File: src/rtl/loop_branch_unit.sv
// Loop-control engine beside the fetch unit: keeps a stack of loop-body start
// addresses, redirects the PC on a taken close and squashes skipped loop bodies.
module loop_branch_unit #(
    parameter int                    DEPTH     = 16,
    parameter int                    OP_WIDTH  = 8,
    parameter logic [OP_WIDTH-1:0]   OPC_OPEN  = 8'h5B,
    parameter logic [OP_WIDTH-1:0]   OPC_CLOSE = 8'h5D
) (
    input  logic                      clk,
    input  logic                      rst_n,
    input  logic [15:0]               pc,
    input  logic [OP_WIDTH-1:0]       instruction,
    input  logic                      cell_zero,
    output logic                      pc_src,
    output logic [15:0]               pc_loaded,
    output logic                      squash,
    output logic                      fault,
    output logic [$clog2(DEPTH):0]    depth
);

    localparam int              AW   = $clog2(DEPTH);
    localparam int              SW   = AW + 1;
    localparam logic [SW-1:0]   FULL = SW'(DEPTH);
    localparam logic [SW-1:0]   ONE  = SW'(1);

    typedef enum logic [1:0] {
        S_RUN   = 2'd0,
        S_SKIP  = 2'd1,
        S_FAULT = 2'd2
    } state_e;

    state_e          state_q, state_d;
    logic [SW-1:0]   sp_q, sp_d;
    logic [SW-1:0]   skip_cnt_q, skip_cnt_d;
    logic [15:0]     stack_q [DEPTH];

    logic            is_open, is_close;
    logic            push;
    logic            goto_fault;
    logic [SW-1:0]   sp_m1;
    logic [15:0]     top;

    assign is_open  = (instruction == OPC_OPEN);
    assign is_close = (instruction == OPC_CLOSE);
    assign sp_m1    = sp_q - ONE;
    assign top      = stack_q[sp_m1[AW-1:0]];
    assign depth    = sp_q;

    always_comb begin
        state_d    = state_q;
        sp_d       = sp_q;
        skip_cnt_d = skip_cnt_q;
        push       = 1'b0;
        goto_fault = 1'b0;
        pc_src     = 1'b0;
        squash     = 1'b0;
        fault      = 1'b0;
        pc_loaded  = (sp_q != '0) ? top : 16'h0000;

        unique case (state_q)
            S_RUN: begin
                if (is_open) begin
                    if (cell_zero) begin
                        skip_cnt_d = ONE;
                        state_d    = S_SKIP;
                        squash     = 1'b1;
                    end else if (sp_q == FULL) begin
                        goto_fault = 1'b1;
                    end else begin
                        push = 1'b1;
                        sp_d = sp_q + ONE;
                    end
                end else if (is_close) begin
                    if (sp_q == '0) begin
                        goto_fault = 1'b1;
                    end else if (!cell_zero) begin
                        // Loop back: top already holds the body start; the pop
                        // happens only on the final, falling-through close.
                        pc_src = 1'b1;
                    end else begin
                        sp_d = sp_m1;
                    end
                end
            end
            S_SKIP: begin
                squash = 1'b1;
                if (is_open) begin
                    if (skip_cnt_q == FULL) goto_fault = 1'b1;
                    else                    skip_cnt_d = skip_cnt_q + ONE;
                end else if (is_close) begin
                    skip_cnt_d = skip_cnt_q - ONE;
                    if (skip_cnt_q == ONE) state_d = S_RUN;
                end
            end
            default: goto_fault = 1'b1;
        endcase

        // The faulting instruction itself is already held and squashed.
        if (goto_fault) begin
            state_d    = S_FAULT;
            sp_d       = sp_q;
            skip_cnt_d = skip_cnt_q;
            push       = 1'b0;
            pc_src     = 1'b1;
            pc_loaded  = pc;
            squash     = 1'b1;
            fault      = 1'b1;
        end
    end

    always_ff @(posedge clk or negedge rst_n) begin
        if (!rst_n) begin
            state_q    <= S_RUN;
            sp_q       <= '0;
            skip_cnt_q <= '0;
        end else begin
            state_q    <= state_d;
            sp_q       <= sp_d;
            skip_cnt_q <= skip_cnt_d;
        end
    end

    // Stack contents need no reset: entries are only read below sp.
    always_ff @(posedge clk) begin
        if (push) stack_q[sp_q[AW-1:0]] <= pc + 16'd1;
    end

endmodule

File: config.mk
export PLATFORM = sky130hd
export DESIGN_NAME = loop_branch_unit
export DESIGN_NICKNAME = d
export VERILOG_FILES = /design/src/rtl/loop_branch_unit.sv
export SDC_FILE = /design/constraint.sdc
export NUM_CORES = 1
export LEC_CHECK = 0
export CAP_MARGIN = 10
export CORE_ASPECT_RATIO = 1.5
export CORE_UTILIZATION = 40
export DETAILED_ROUTE_END_ITERATION = 10
export HOLD_SLACK_MARGIN = 0.08
export SLEW_MARGIN = 30
export SYNTH_ARGS = -nofsm -noshare
export SYNTH_HDL_FRONTEND = slang
export SYNTH_SLANG_ARGS = --single-unit
File: constraint.sdc
create_clock -name clk -period 4.2 [get_ports clk]
set_input_delay 0.63 -clock clk [delete_from_list [all_inputs] [get_ports clk]]
set_output_delay 0.63 -clock clk [all_outputs]
set_load 0.02 [all_outputs]
==> results.tsv <==
stage	metric	value	unit
drt	finalWirelength	25700	µm
worst_setup_path	crit_path_start_kind	register	
die	fp.dieW	139	µm
drt	drcViolationCount	8	
pwr	switchingPower	1.71	mW
timing	hold_violations	0	
worst_setup_path	critPathMaxFanout	11	
outcome	violations	design-rule violations	
timing	fin_crit_sh	96.4	%
worst_setup_path	r2r_setup_slack	1.57	ns
cts	path_clk_slew	0.06	ns
timing	rsz0062_at_grt	false	
global_route	grt_max_degree	40	
timing	whs	0.481	ns
worst_setup_path	path_class	register to output pin	
logic_synthesis	synthArstFlopShare	4.48	%
finish	syn_to_final_growth	18.3	%
logic_synthesis	synth_edf_count	256	
timing	skew	0.00822	ns
pwr	p_seq_share	45.7	%
drt	dr.first_iter.drc_count	362	
logic_synthesis	synth_cells	618	
cts	cts_buffer_depth	3	
finish	num-nets-final	749	
outcome	outcome	finished with violations	
timing	drv_slew	0	
timing	worst_pin_slew	0.771	ns
cts	numCtsBuffers	24	
drt	num_vias	6037	
pwr	ir_worst_vdd	0.000310	V
drt	via_per_inst	5.64	
logic_synthesis	syn_avg_cell_area	18.2	µm²
worst_setup_path	cp.arrival	3.42	ns
placed_design	gp_congestion	0.805	
worst_setup_path	startpoint	depth[0]$_DFFE_PN0P_	
drt	firstDrtPassIters	8	
worst_hold_path	hold_path_class	primary input to asynchronous set/reset pin	
worst_setup_path	required	3.57	ns
logic_synthesis	synth_ff_type	edfxtp_1	
placed_design	numPlacedInstances	1025	
timing	layout_setup_ws	0.150	ns
finish	n_antenna_cell	0	
timing	fmax	0.247	GHz
worst_setup_path	cp-end-kind	output pin	
logic_synthesis	ys_seq_area_share	71.0	%
finish	drive_gt1_share	25.0	%
pwr	power_frac_comb	22.8	%
pwr	power_density	490	nW/µm²
placed_design	place_ws	0.339	ns
cts	cts_tree	done	
die	initial_core_util	41.0	%
pwr	leakagePower	4.38	nW
worst_setup_path	r2r-start	depth[2]$_DFFE_PN0P_	
global_route	grt_overflow_total	0	
die	core.rowCount	74	
logic_synthesis	syn_nets	655	
drt	route.antenna.remaining_nets	0	
cts	cts_root_buf	clkbuf_16	
global_route	grt_use_total	18.1	%
logic_synthesis	ys_types	53	
global_route	grt_pass1_wl	38900	µm
finish	layout.cells.non_filler	1071	
logic_synthesis	syn_area	11200	µm²
pwr	pwr-share-clk	31.6	%
timing	finalSetupViolations	0	
worst_setup_path	reg2reg_to	stack_q[13][8]$_DFFE_PP_	
timing	period_needed	4.05	ns
global_route	antenna_found_initial	0	
logic_synthesis	yosysWarnings	0	
finish	final_core_util	48.5	%
placed_design	dp_hpwl	16200	µm
timing	fin_setup_tns	0	ns
worst_setup_path	reg2reg_depth	6	
cts	clkSinkCount	268	
pwr	p_int	4.80	mW
cts	clkLatencyLatePin	0.52	ns
pwr	power.share.switching	26.3	%
drt	wl_per_cell	24.0	µm
die	die-area	28800	µm²
global_route	grt_pass1_vias	6347	
run	drv_cap	0	
die	core-area	27400	µm²
die	ios	51	
die	die_height	207	µm
finish	fill_cells	2275	
timing	relSlewSlack	48.6	%
placed_design	io_buffers	50	
logic_synthesis	ys_ff_latch	268	
cts	h-tree-depth	1	
[synthesized netlist by cell type, drive strengths merged (3+ instances only)]
| library cell | number | share of area (%) |
|---|---|---|
| a211oi | 16 | 1.1 |
| a21boi | 16 | 1.1 |
| a21oi | 7 | 0.31 |
| a32oi | 3 | 0.23 |
| and2 | 4 | 0.22 |
| buf | 15 | 0.83 |
| clkbuf | 14 | 0.47 |
| dfrtp | 12 | 2.7 |
| edfxtp | 256 | 68 |
| ha | 10 | 1.1 |
| inv | 38 | 1.3 |
| mux4 | 64 | 13 |
| nand2 | 14 | 0.47 |
| nand2b | 5 | 0.28 |
| nand3 | 9 | 0.40 |
| nand4 | 3 | 0.17 |
| nor2 | 27 | 1.0 |
| nor3 | 10 | 0.44 |
| o21ai | 8 | 0.46 |
| o22ai | 16 | 0.89 |
| o2bb2ai | 16 | 1.3 |
| or3 | 4 | 0.22 |
| xnor2 | 12 | 0.93 |
| xor2 | 8 | 0.62 |
[layout make-up]
| type | count | area (µm²) | share of cell area, % |
|---|---|---|---|
| clock buffer | 28 | 637 | 4.79 |
| clock inverter | 15 | 97.6 | 0.734 |
| inverter | 38 | 143 | 1.07 |
| multi-input combinational | 283 | 3100 | 23.3 |
| sequential | 268 | 7990 | 60.1 |
| tap | 342 | 428 | 3.22 |
| timing repair buffer | 97 | 907 | 6.82 |
[power by group through the flow]
stage	sequential, mW	combinational, mW	clock [mW]
6_report	2.97	1.48	2.06
5_1_grt	2.97	1.59	2.19
4_1_cts	2.97	1.47	2.11
3_5_place_dp	3.03	1.43	0
3_3_place_gp	3.03	1.41	0
2_1_floorplan	3.02	0.939	0
[cell usage in the layout, fill, tap and decap left out, types with 6 or more instances in the layout]
master / synthesis / routed
a211oi_1: 16 / 13
a21boi_0: 16 / 16
a21oi_1: 7 / 7
buf_4: 0 / 42
clkbuf_16: 0 / 25
clkdlybuf4s50_1: 0 / 50
clkinv_1: 0 / 6
dfrtp_1: 12 / 9
edfxtp_1: 256 / 256
ha_1: 10 / 9
inv_1: 38 / 38
mux4_2: 64 / 64
nand2_1: 14 / 14
nand3_1: 9 / 9
nor2_1: 26 / 14
nor2_2: 0 / 12
nor3_1: 10 / 6
o22ai_1: 16 / 16
o2bb2ai_1: 15 / 15
xnor2_1: 12 / 9
[registers in the layout, summed over array words and instances, names as in the netlist]
register / count
state_q: 2
skip_cnt_q: 5
stack_q: 256
depth: 5
[per-stage QoR]
stage	instance area, µm²	power [mW]
6_report	13300	6.51
5_1_grt	13300	6.76
4_1_cts	13200	6.55
3_5_place_dp	12400	4.47
3_3_place_gp	12400	4.44
2_1_floorplan	11200	3.96
[critical path, stage by stage (launching register included)]
cell             delay, ns
dfrtp_4               0.56
inv_1                 0.13
ha_2                  0.20
or4b_4                0.50
o32a_1                0.23
o21a_4                0.24
nor2_8                0.13
buf_12                0.15
o2bb2ai_1             0.13
clkdlybuf4s50_1       0.63
[cells by family after synthesis]
logic type | count (synthesis) | share of synthesized area (%)
AO/OA/AOI/OAI | 95 | 6.33
buffers and inverters | 67 | 2.57
AND/OR/NAND/NOR | 92 | 4.44
XOR/XNOR | 20 | 1.56
flip-flops | 268 | 71.0
adder cells (fa/ha/maj) | 10 | 1.11
multiplexers | 66 | 13.0
[repair_timing]
action,in CTS,in global routing
gates resized for setup,2,4
setup endpoints to repair,15,15
hold buffers,0,0
pin swaps,1,1
buffers inserted,1,2
[routing by layer]
layer,track usage (%),wire length (µm),vias to the layer above
li1,-,-,2668
met1,23.1,10700,3177
met2,32.6,13400,155
met3,2.10,1020,37
met4,4.87,551,0
met5,0,0,-
[worst max path at each step]
stage / end / slack (ns)
2_1_floorplan: pc_loaded[12] / 0.43
3_3_place_gp: pc_loaded[9] / 0.45
3_5_place_dp: pc_loaded[12] / 0.34
4_1_cts: pc_loaded[7] / 0.06
5_1_grt: pc_loaded[12] / 0.004
6_report: pc_loaded[12] / 0.15
Note: power is estimated with default switching activity, not from simulation.
